### src/rtl/ula_driver.sv
// Request/response front end for a registered ULA: decodes the ALU op, drives the ULA
// operands, waits RESULT_LAT edges for the result and holds it until the consumer takes it.
module ula_driver #(
  parameter int unsigned RESULT_LAT = 1
) (
  input  logic        clk,
  input  logic        rst_n,
  input  logic        req_valid,
  output logic        req_ready,
  input  logic [1:0]  req_aluop,
  input  logic [5:0]  req_funct,
  input  logic [31:0] req_a,
  input  logic [31:0] req_b,
  output logic [3:0]  ula_ctrl,
  output logic [31:0] ula_a,
  output logic [31:0] ula_b,
  input  logic [31:0] ula_result,
  output logic        rsp_valid,
  input  logic        rsp_ready,
  output logic [31:0] rsp_result,
  output logic        rsp_zero,
  output logic        rsp_err
);

  localparam logic [3:0] LatCnt = 4'(RESULT_LAT);

  typedef enum logic [1:0] {StIdle, StExec, StResp} state_e;

  state_e      r_state, w_state_next;
  logic        r_live;
  logic        r_bad;
  logic [3:0]  r_cnt;
  logic [3:0]  r_ctrl;
  logic [31:0] r_a, r_b, r_result;
  logic        r_zero, r_err;
  logic        w_dec_ok;
  logic [3:0]  w_dec_ctrl;
  logic        w_accept, w_capture, w_fail;

  always_comb begin
    w_dec_ok   = 1'b1;
    w_dec_ctrl = 4'b0010;
    case (req_aluop)
      2'b00: w_dec_ctrl = 4'b0010;
      2'b01: w_dec_ctrl = 4'b0110;
      2'b10: begin
        case (req_funct)
          6'b100000: w_dec_ctrl = 4'b0010;
          6'b100010: w_dec_ctrl = 4'b0110;
          6'b100100: w_dec_ctrl = 4'b0000;
          6'b100101: w_dec_ctrl = 4'b0001;
          6'b101010: w_dec_ctrl = 4'b0111;
          default:   w_dec_ok   = 1'b0;
        endcase
      end
      default: w_dec_ok = 1'b0;
    endcase
  end

  always_comb begin
    w_state_next = r_state;
    w_accept     = 1'b0;
    w_capture    = 1'b0;
    w_fail       = 1'b0;
    case (r_state)
      StIdle: begin
        if (req_valid && r_live) begin
          w_accept     = 1'b1;
          w_state_next = StExec;
        end
      end
      StExec: begin
        // An undecodable op spends exactly one cycle here before reporting the error.
        if (r_bad) begin
          w_fail       = 1'b1;
          w_state_next = StResp;
        end else if (r_cnt == LatCnt) begin
          w_capture    = 1'b1;
          w_state_next = StResp;
        end
      end
      StResp: begin
        if (rsp_ready) w_state_next = StIdle;
      end
      default: w_state_next = StIdle;
    endcase
  end

  always_ff @(posedge clk or negedge rst_n) begin
    if (!rst_n) begin
      r_state  <= StIdle;
      r_live   <= 1'b0;
      r_bad    <= 1'b0;
      r_cnt    <= '0;
      r_ctrl   <= '0;
      r_a      <= '0;
      r_b      <= '0;
      r_result <= '0;
      r_zero   <= 1'b0;
      r_err    <= 1'b0;
    end else begin
      r_state <= w_state_next;
      r_live  <= 1'b1;
      if (r_state == StExec) r_cnt <= r_cnt + 4'd1;
      if (w_accept) begin
        r_bad <= ~w_dec_ok;
        r_cnt <= '0;
        if (w_dec_ok) begin
          r_ctrl <= w_dec_ctrl;
          r_a    <= req_a;
          r_b    <= req_b;
        end
      end
      if (w_capture) begin
        r_result <= ula_result;
        r_zero   <= (ula_result == 32'd0);
        r_err    <= 1'b0;
      end
      if (w_fail) begin
        r_result <= '0;
        r_zero   <= 1'b0;
        r_err    <= 1'b1;
      end
    end
  end

  assign req_ready  = r_live && (r_state == StIdle);
  assign rsp_valid  = (r_state == StResp);
  assign ula_ctrl   = r_ctrl;
  assign ula_a      = r_a;
  assign ula_b      = r_b;
  assign rsp_result = r_result;
  assign rsp_zero   = r_zero;
  assign rsp_err    = r_err;

endmodule

### config.mk
export PLATFORM = sky130hd
export DESIGN_NAME = ula_driver
export DESIGN_NICKNAME = d
export VERILOG_FILES = /design/src/rtl/ula_driver.sv
export SDC_FILE = /design/constraint.sdc
export NUM_CORES = 1
export LEC_CHECK = 0
export ABC_CLOCK_PERIOD_IN_PS = 4800
export CELL_PAD_IN_SITES_DETAIL_PLACEMENT = 0
export CELL_PAD_IN_SITES_GLOBAL_PLACEMENT = 1
export CORE_UTILIZATION = 35
export CTS_BUF_LIST = sky130_fd_sc_hd__clkbuf_8
export CTS_CLUSTER_SIZE = 20
export DETAILED_ROUTE_END_ITERATION = 12
export GPL_ROUTABILITY_DRIVEN = 0
export PLACE_DENSITY_LB_ADDON = 0.1
export REMOVE_ABC_BUFFERS = 1
export SKIP_LAST_GASP = 1
export SYNTH_ARGS = -nofsm -noshare
export SYNTH_HDL_FRONTEND = slang
export SYNTH_SLANG_ARGS = --single-unit
### constraint.sdc
create_clock -name clk -period 4.8 [get_ports clk]
set_clock_uncertainty 0.05 [all_clocks]
set_input_delay 0.96 -clock clk [delete_from_list [all_inputs] [get_ports clk]]
set_output_delay 0.96 -clock clk [all_outputs]
set_load 0.02 [all_outputs]
==> impl_summary.txt, run 1 <==
----------------------------------------------------
[Die]
  Placement Rows ... 41
  Die area ... 13,530 µm²
  Number of placed I/O pins ... 212
  Total core area ... 12,670 µm²
  Chip Width ... 116.3 µm
  Chip Height ... 116.3 µm
  Initial core utilization ... 36.09%

[Place]
  IO Port Bufs ... 210
  Post-DP HPWL ... 8222 µm

[Outcome]
  Status ... finished, final reports clean

[Detailed routing]
  Number of vias after detailed routing ... 3,380
  Number of DRC violations after detailed routing ... 0
  Drt initial violations ... 128
  Average vias per placed instance ... 4.580
  Routed wire length ... 11,390 µm
  Detailed-router iteration count before antenna repair ... 4
  Per-cell routed wire length ... 15.44 µm
  Remaining antenna violation count after routing ... 0

[Worst setup path]
  CP startpoint kind ... primary input
  Worst Path Buf+Inv ... 2
  Start of the worst register-to-register path ... r_state[1]
  Worst reg2reg path endpoint ... ula_b[18]
  Largest fanout on the critical path ... 68
  Critical Path RT ... 5.02 ns
  Slowest cell on the critical path ... or3_4
  Number of cell instances on the worst register-to-register path ... 4
  Setup slack on the worst flop-to-flop path ... 2.62 ns
  Critical path class ... primary input to flip-flop
  Critical Path Sink Type ... flip-flop
  Cell type group with the largest total delay on the critical path ... simple AND/OR/NAND/NOR gates
  Highest cell delay on the worst timing path ... 0.84 ns
  Crit path DAT ... 3.54 ns
  CP Cell Sequence ... clkdlybuf4s50_1 -> inv_1 -> ha_1 -> and3b_1 -> a311oi_1 -> or3_4 -> mux2_2

[Clocking]
  Level count of the clock H-tree ... 3
  Clk pin slew, worst setup/hold paths ... 0.10 ns
  Clock tree from TritonCTS ... yes
  # Post-CTS Setup Buffers ... 0
  Later-pin clock latency in the skew report ... 0.37 ns
  CTS buffer count ... 9
  Post-CTS Resized ... 0
  Root Buffer ... clkbuf_8
  Number of buffers between clock root and the deepest sink ... 2
  Number of sinks on the clock net ... 109
  Count of hold buffers inserted by post-cts repair ... 0

[Pwr]
  Worst vdd ir ... 375.5 µV
  Power per cell area ... 596.7 nW/µm²
  Static Leakage ... 3.012 nW
  Post-layout power ... 0.004202 W

[GRT]
  Global-route wire length before repair ... 17,400 µm
  Remaining Overflow, GRT ... 0
  Initial antenna violation count ... 0
  Pin count of the biggest net entering global routing ... 69
  Vias in the first global route ... 3,276
  Total global routing track utilization ... 17.15%

[Logic synthesis]
  Avg Cell Area, Syn ... 12.81 µm²
  Main synth FF type ... dfrtp_1
  Ranking of synthesized cells by instance count ... 109 x dfrtp_1, 48 x mux2_2, 38 x nand2_1
  Share of the synthesized area in the top cell type ... 59.64%
  Largest area contributor in the netlist ... dfrtp_1
  Synth area leaders ... dfrtp_1 60%, mux2_2 12%, mux2_4 6.2%, nand2b_1 4.8%, o21ai_0 3.9%
  Synthesized flop and latch total ... 109
  Number of warnings printed during yosys synthesis ... 0
  Mapped Area ... 4573 µm²
  Mapped Cells ... 357
  Most common cell in the netlist ... dfrtp_1
  Number of flops mapped to enable cells by yosys ... 0
  Seq/Total Area, Yosys ... 59.64%
  Share of synthesized registers carrying an async set or reset ... 100.0%
  Yosys cell types ... 36

[STA]
  Fmax ... 0.3011 GHz
  TNS Setup ... 0 ns
  Endpoints failing hold ... 0
  Tightest Pin Transition ... 1.020 ns
  Final Cycle Share ... 69.19%
  Headroom to the max-slew limit ... 31.98%
  Max-slew violation count ... 0
  RSZ-0062 raised after global routing ... false
  Final critical path time including I/O delays and setup ... 3.321 ns
  Number of setup violations in the final report ... 0

[Run]
  Max-cap violation count ... 0

[Hold path]
  Class of the tightest hold or removal check ... primary input to asynchronous set/reset pin

[Layout]
  Layout overhead on the synthesized area ... 53.98%
  Number of nets in the layout ... 675
  Fraction of layout instances using a drive strength above 1 ... 16.08%
  Number of inserted diodes ... 0

----------------------------------------------------
-- how the worst max path moves through the flow --
stage / cells after the start / start / to / slack, ns
6_report: 7 / req_aluop[0] / ula_a[26] / 1.48
5_1_grt: 7 / req_aluop[0] / ula_a[26] / 1.34
4_1_cts: 7 / req_aluop[0] / ula_a[26] / 1.51
3_5_place_dp: 7 / req_aluop[0] / ula_a[30] / 1.08
3_3_place_gp: 7 / req_aluop[0] / ula_b[26] / 1.21
2_1_floorplan: 6 / req_aluop[0] / ula_a[0] / 0.87
-- layer usage --
| metal | up-vias | GRT usage, % | share of wire, % |
|---|---|---|---|
| met5 | - | 0 | 0 |
| met4 | 0 | 4.701 | 0.86 |
| met3 | 8 | 7.940 | 11 |
| met2 | 142 | 26.86 | 46 |
| met1 | 1609 | 21.27 | 42 |
| li1 | 1621 | - | - |
-- metrics by stage --
stage                     hold WS [ns]  setup slack [ns]  utilization (%)  cells  instance area, µm²
after CTS                       0.2566             1.509            55.57    738                7042
after detailed placement        0.4188             1.080            53.82    722                6819
after global routing            0.2469             1.338            55.57    738                7042
after floorplan                 0.4082            0.8658                -    337                4466
after global placement          0.4097             1.207            53.82    722                6819
final                           0.2965             1.479            55.57    738                7042
-- cell families after synthesis --
group | share of synthesized area, %
flip-flops | 59.64
AND/OR/NAND/NOR | 12.12
multiplexers | 18.28
AO/OA/AOI/OAI | 5.198
buffers and inverters | 2.763
adder cells (fa/ha/maj) | 1.642
other | 0.1642
XOR/XNOR | 0.1916
-- layout make-up --
| type | instances | area, µm² |
|---|---|---|
| fillers | 1139 | 5629 |
| flip-flops and latches | 109 | 2728 |
| repair buffers | 213 | 2122 |
| multi-input cells | 223 | 1735 |
| well taps | 172 | 215.2 |
| clock buffers | 9 | 123.9 |
| clock inverters | 7 | 98.84 |
| inverters | 5 | 18.77 |
-- state kept, by name, indices dropped and copies added, names as in the netlist --
name,flops
ula_a,32
rsp_result,32
r_live,1
r_state,2
ula_ctrl,3
rsp_err,1
r_cnt,4
r_bad,1
rsp_zero,1
ula_b,32
-- power by group --
group / leakage [nW] / internal, W / switching, W / total, W
Combinational: 1.53 / 0.00109 / 0.000940 / 0.00203
Sequential: 1.37 / 0.00131 / 0.000238 / 0.00155
Clock: 0.110 / 0.000297 / 0.000321 / 0.000617
-- cell usage in the layout (no fill, tap or decap), types with 2 or more instances in the layout --
master             n
dfrtp_1          109
nor2b_1            2
nand2b_1          35
clkbuf_8           9
nor4_1             8
clkdlybuf4s50_1  209
buf_4              4
clkinv_4           2
o31ai_1            2
nor2_1             3
mux2_2            48
nand3_1            5
mux2_4            19
ha_1               6
o21ai_0           36
conb_1             2
inv_1              5
nand2_1           38
a31oi_1            2
bufinv_16          2
No activity file was read; power rests on OpenSTA's default activity.
==> inputs of run 2 (changes only) <==
--- a/config.mk
+++ b/config.mk
@@ -5,10 +5,10 @@
 export SDC_FILE = /design/constraint.sdc
 export NUM_CORES = 1
 export LEC_CHECK = 0
-export ABC_CLOCK_PERIOD_IN_PS = 4800
+export ABC_CLOCK_PERIOD_IN_PS = 3000
 export CELL_PAD_IN_SITES_DETAIL_PLACEMENT = 0
 export CELL_PAD_IN_SITES_GLOBAL_PLACEMENT = 1
-export CORE_UTILIZATION = 35
+export CORE_UTILIZATION = 29
 export CTS_BUF_LIST = sky130_fd_sc_hd__clkbuf_8
 export CTS_CLUSTER_SIZE = 20
 export DETAILED_ROUTE_END_ITERATION = 12
==> constraint.sdc (replaced) <==
create_clock -name clk -period 3 [get_ports clk]
set_clock_uncertainty 0.05 [all_clocks]
set_input_delay 0.6 -clock clk [delete_from_list [all_inputs] [get_ports clk]]
set_output_delay 0.6 -clock clk [all_outputs]
set_load 0.02 [all_outputs]
==> run 2 against run 1 <==
  * Register-to-register slack got worse by 1.5 ns
  * First-iteration DRC count down 23%
  * Sequential share of layout area fell by 0.66 points
  * Final area grew 1.7%
  * Critical endpoint is now ula_a[19]
==> impl_summary.txt, run 2 (synthesis results as in run 1) <==
----------------------------------------------------
[Outcome]
  Status ... finished, final reports clean

[Layout]
  Number of inserted diodes ... 0
  Number of nets in the layout ... 681
  Finished Cell Area ... 7163 µm²
  Layout overhead on the synthesized area ... 56.63%
  Fraction of layout instances using a drive strength above 1 ... 16.78%
  Most frequent cells in the layout ... 209 x clkdlybuf4s50_1, 109 x dfrtp_1, 48 x mux2_2, 38 x nand2_1, 36 x o21ai_0
  Number of non-filler instances in the completed layout ... 783
  Most common cell after layout, fill and taps aside ... clkdlybuf4s50_1

[STA]
  RSZ-0062 raised after global routing ... false
  Final critical path time including I/O delays and setup ... 2.386 ns
  Headroom to the max-slew limit ... 49.17%
  Number of setup violations in the final report ... 0
  Final Cycle Share ... 79.54%
  Endpoints failing hold ... 0
  TNS Setup ... 0 ns
  WHS ... 0.2102 ns
  Max-slew violation count ... 0
  Tightest Pin Transition ... 0.7624 ns
  Fmax ... 0.4191 GHz

[Pwr]
  Post-layout power ... 0.006710 W
  Power per cell area ... 936.7 nW/µm²
  Static Leakage ... 3.052 nW
  Worst vdd ir ... 363.1 µV

[Die]
  Total core area ... 15,310 µm²
  Number of placed I/O pins ... 212
  Placement Rows ... 45
  Die area ... 16,280 µm²
  Chip Width ... 127.6 µm
  Initial core utilization ... 29.86%
  Chip Height ... 127.6 µm

[GRT]
  Total global routing track utilization ... 15.41%
  Remaining Overflow, GRT ... 0
  Vias in the first global route ... 3,480
  Pin count of the biggest net entering global routing ... 58
  Global-route wire length before repair ... 19,080 µm
  Initial antenna violation count ... 0

[Clocking]
  Number of buffers between clock root and the deepest sink ... 2
  # Post-CTS Setup Buffers ... 0
  Level count of the clock H-tree ... 3
  Post-CTS Resized ... 0
  Number of sinks on the clock net ... 109
  Clk pin slew, worst setup/hold paths ... 0.10 ns
  Root Buffer ... clkbuf_8
  CTS buffer count ... 9
  Later-pin clock latency in the skew report ... 0.38 ns
  Count of hold buffers inserted by post-cts repair ... 0
  Clock tree from TritonCTS ... yes

[Worst setup path]
  Cell type group with the largest total delay on the critical path ... buffers and inverters
  Worst Path Buf+Inv ... 3
  Setup slack on the worst flop-to-flop path ... 1.10 ns
  CP startpoint kind ... primary input
  Critical Path RT ... 3.22 ns
  Largest fanout on the critical path ... 24
  Critical path class ... primary input to flip-flop
  Critical Path Sink Type ... flip-flop
  Number of cell instances on the worst register-to-register path ... 5
  Slowest cell on the critical path ... clkdlybuf4s50_1
  Worst reg2reg path endpoint ... ula_b[7]
  Highest cell delay on the worst timing path ... 0.51 ns
  Start of the worst register-to-register path ... r_state[1]
  Crit path DAT ... 2.61 ns
  CP Cell Sequence ... clkdlybuf4s50_1 -> inv_1 -> ha_1 -> and3b_1 -> a311oi_1 -> or3_4 -> buf_12 -> mux2_2
  Depth of the critical timing path with buffers and inverters included ... 8

[Run]
  Max-cap violation count ... 0

[Place]
  Number of cells in the design after placement ... 767
  Placed Area ... 6963 µm²
  IO Port Bufs ... 210
  Post-DP HPWL ... 9023 µm

[Detailed routing]
  Routed wire length ... 12,160 µm
  Number of DRC violations after detailed routing ... 0
  Drt initial violations ... 99
  Number of vias after detailed routing ... 3,403
  Remaining antenna violation count after routing ... 0
  Average vias per placed instance ... 4.346
  Per-cell routed wire length ... 15.52 µm
  Detailed-router iteration count before antenna repair ... 4

[Hold path]
  Class of the tightest hold or removal check ... primary input to asynchronous set/reset pin

----------------------------------------------------
-- run 2: cell type report --
class	instances	area, µm²
Multi-Input combinational cell	223	1735
Timing Repair Buffer	219	2217
Tap cell	211	264.0
Clock inverter	6	62.56
Inverter	5	18.77
Sequential cell	109	2728
Clock buffer	10	137.6
Fill cell	1445	8152
-- run 2: report_power, final --
part / leakage, nW / internal [W] / switching, W
combinational: 1.58 / 0.00178 / 0.00157
clock: 0.100 / 0.000408 / 0.000513
sequential: 1.37 / 0.00210 / 0.000344
total: 3.05 / 0.00429 / 0.00242
-- run 2: through the flow --
step | setup WS (ns) | utilization [%]
finish | 0.6139 | 46.77
global placement | 0.2247 | 45.47
global route | 0.5031 | 46.77
floorplan | -0.5742 | -
detailed placement | 0.2173 | 45.47
CTS | 0.5701 | 46.77
-- run 2: how the worst max path moves through the flow --
stage,from,slack [ns],endpoint
detailed placement,req_aluop[0],0.22,ula_a[9]
global placement,req_aluop[0],0.22,ula_a[28]
finish,req_aluop[0],0.61,ula_a[19]
global route,r_state[0],0.50,rsp_valid
CTS,r_state[1],0.57,rsp_valid
floorplan,req_aluop[0],-0.57,ula_a[0]
-- run 2: per-layer routing --
layer	GRT usage, %	part of all wire, %	vias to the layer above
li1	-	-	1634
met1	18.28	42	1619
met2	24.98	46	140
met3	7.245	10	10
met4	4.360	0.94	0
met5	0	0	-
==> inputs of run 3 (changes only) <==
--- a/config.mk
+++ b/config.mk
@@ -5,10 +5,10 @@
 export SDC_FILE = /design/constraint.sdc
 export NUM_CORES = 1
 export LEC_CHECK = 0
-export ABC_CLOCK_PERIOD_IN_PS = 3000
+export ABC_CLOCK_PERIOD_IN_PS = 2400
 export CELL_PAD_IN_SITES_DETAIL_PLACEMENT = 0
 export CELL_PAD_IN_SITES_GLOBAL_PLACEMENT = 1
-export CORE_UTILIZATION = 29
+export CORE_UTILIZATION = 32
 export CTS_BUF_LIST = sky130_fd_sc_hd__clkbuf_8
 export CTS_CLUSTER_SIZE = 20
 export DETAILED_ROUTE_END_ITERATION = 12
==> constraint.sdc (replaced) <==
create_clock -name clk -period 2.4 [get_ports clk]
set_clock_uncertainty 0.05 [all_clocks]
set_input_delay 0.48 -clock clk [delete_from_list [all_inputs] [get_ports clk]]
set_output_delay 0.48 -clock clk [all_outputs]
set_load 0.02 [all_outputs]
==> run 3 against run 2 <==
  * Final area increased by 0.70%
  * Highest routed layer unchanged
  * Global-route usage increased by 1.0 points
  * Sequential power increased by 24%
  * Utilization increased by 5.0 points
  * Critical endpoint is now req_ready
  * Clock power increased by 29%
  * Critical path depth decreased by 6
  * Flip-flop and latch count unchanged
  * Die area decreased by 9.2%
  * Sequential share of layout area decreased by 0.26 points
  * Non-clock buffer count increased by 6
  * Total power increased by 26%
==> impl_summary.txt, run 3 (synthesis results as in run 1) <==
----------------------------------------------------
[Pwr]
  Static Leakage ... 3.102 nW
  Worst vdd ir ... 441.3 µV
  Power per cell area ... 1169 nW/µm²

[Layout]
  Most common cell after layout, fill and taps aside ... clkdlybuf4s50_1
  Core utilization of the finished layout ... 51.76%
  Fraction of layout instances using a drive strength above 1 ... 17.65%
  Layout overhead on the synthesized area ... 57.73%
  Number of inserted diodes ... 0
  Most frequent cells in the layout ... 209 x clkdlybuf4s50_1, 109 x dfrtp_1, 48 x mux2_2, 38 x nand2_1, 36 x o21ai_0
  Fillers ... 1,233
  Number of nets in the layout ... 687

[Worst setup path]
  Highest cell delay on the worst timing path ... 0.65 ns
  Crit path DAT ... 1.74 ns
  Critical path class ... flip-flop to output pin
  CP startpoint kind ... flip-flop
  Timing startpoint of the critical path ... r_state[1]
  Critical Path RT ... 1.87 ns
  Start of the worst register-to-register path ... r_state[1]
  Largest fanout on the critical path ... 4
  Worst Path Buf+Inv ... 1
  Critical Path Sink Type ... output pin
  Slowest cell on the critical path ... clkdlybuf4s50_1
  CP Cell Sequence ... nor3b_4 -> clkdlybuf4s50_1
  Cell type group with the largest total delay on the critical path ... buffers and inverters

[Run]
  Max-cap violation count ... 0

[Clocking]
  Root Buffer ... clkbuf_8
  Clk pin slew, worst setup/hold paths ... 0.10 ns
  Later-pin clock latency in the skew report ... 0.37 ns
  Number of buffers between clock root and the deepest sink ... 2
  Clock tree from TritonCTS ... yes
  Level count of the clock H-tree ... 3
  Number of sinks on the clock net ... 109
  CTS buffer count ... 9
  Post-CTS Resized ... 0

[STA]
  Final critical path time including I/O delays and setup ... 2.268 ns
  RSZ-0062 raised after global routing ... false
  Final Cycle Share ... 94.50%
  Number of setup violations in the final report ... 0
  Endpoints failing hold ... 0
  Tightest Pin Transition ... 0.5858 ns
  WHS ... 0.4354 ns
  Max-slew violation count ... 0
  Min setup slack post-route ... 0.1319 ns
  Fmax ... 0.4409 GHz
  TNS Setup ... 0 ns
  Headroom to the max-slew limit ... 60.80%

[Die]
  Chip Height ... 121.5 µm
  Number of placed I/O pins ... 212
  Total core area ... 13,930 µm²
  Chip Width ... 121.5 µm
  Die area ... 14,770 µm²
  Placement Rows ... 43
  Initial core utilization ... 32.82%

[Outcome]
  Status ... finished, final reports clean

[Hold path]
  Class of the tightest hold or removal check ... flip-flop to flip-flop
  Worst Min Path Start ... rsp_result[24]

[GRT]
  Pin count of the biggest net entering global routing ... 45
  Global-route wire length before repair ... 18,340 µm
  Vias in the first global route ... 3,472
  Remaining Overflow, GRT ... 0
  Total global routing track utilization ... 16.44%
  Initial antenna violation count ... 0

[Detailed routing]
  Number of vias after detailed routing ... 3,427
  Number of DRC violations after detailed routing ... 0
  Average vias per placed instance ... 4.521
  Per-cell routed wire length ... 15.44 µm
  Remaining antenna violation count after routing ... 0
  Drt initial violations ... 112
  Detailed-router iteration count before antenna repair ... 4
  Routed wire length ... 11,700 µm

[Place]
  Post-DP HPWL ... 8743 µm
  IO Port Bufs ... 210
  Post-placement worst setup slack ... -0.2094 ns

----------------------------------------------------
run 3: path summary, 6_finish.rpt:
path | to | slack, ns | depth (start not counted)
max | req_ready | 0.13 | 2
min | rsp_result[24] | 0.44 | 2
max reg2reg | ula_b[21] | 0.46 | 5
min reg2reg | rsp_result[24] | 0.44 | 2
max in group asynchronous | ula_a[8] | 1.23 | 3
min in group asynchronous | ula_a[23] | 0.49 | 2
run 3: per-stage QoR:
| step | total power, W | cell area, µm² | instances |
|---|---|---|---|
| 5_1_grt | 0.008961 | 7213 | 758 |
| 3_3_place_gp | 0.007280 | 6987 | 741 |
| 3_5_place_dp | 0.007332 | 6987 | 741 |
| 2_1_floorplan | 0.005130 | 4466 | 337 |
| 4_1_cts | 0.008561 | 7213 | 758 |
| 6_report | 0.008435 | 7213 | 758 |
run 3: area by class of cell:
cell class	instances	area, µm²	share of cell area (%)
multi-input cells	223	1735	24.06
inverters	5	18.77	0.2602
clock buffers	11	151.4	2.099
well taps	180	225.2	3.122
repair buffers	225	2290	31.74
clock inverters	5	65.06	0.9020
flip-flops and latches	109	2728	37.81
run 3: routing by layer:
metal,vias up,wire length (µm),global-route usage [%]
met4,0,224,6.173
met1,1627,5049,20.20
li1,1651,-,-
met3,13,1076,6.039
met2,136,5354,26.31
met5,-,0,0
run 3: what timing repair did:
item                                    CTS  global route
endpoints found under the setup margin    0             0
hold buffers                              1             0
endpoints found under the hold margin    23             0
buffers inserted                          0             0
run 3: worst min-delay path: stages (launching register included):
cell     delay [ns]
dfrtp_1        0.35
nand2_1        0.04
o21ai_0        0.06
run 3: power breakdown:
part | switching (W) | internal, W
Clock | 0.000638 | 0.000551
Combinational | 0.00197 | 0.00224
Sequential | 0.000412 | 0.00263
Total | 0.00302 | 0.00541
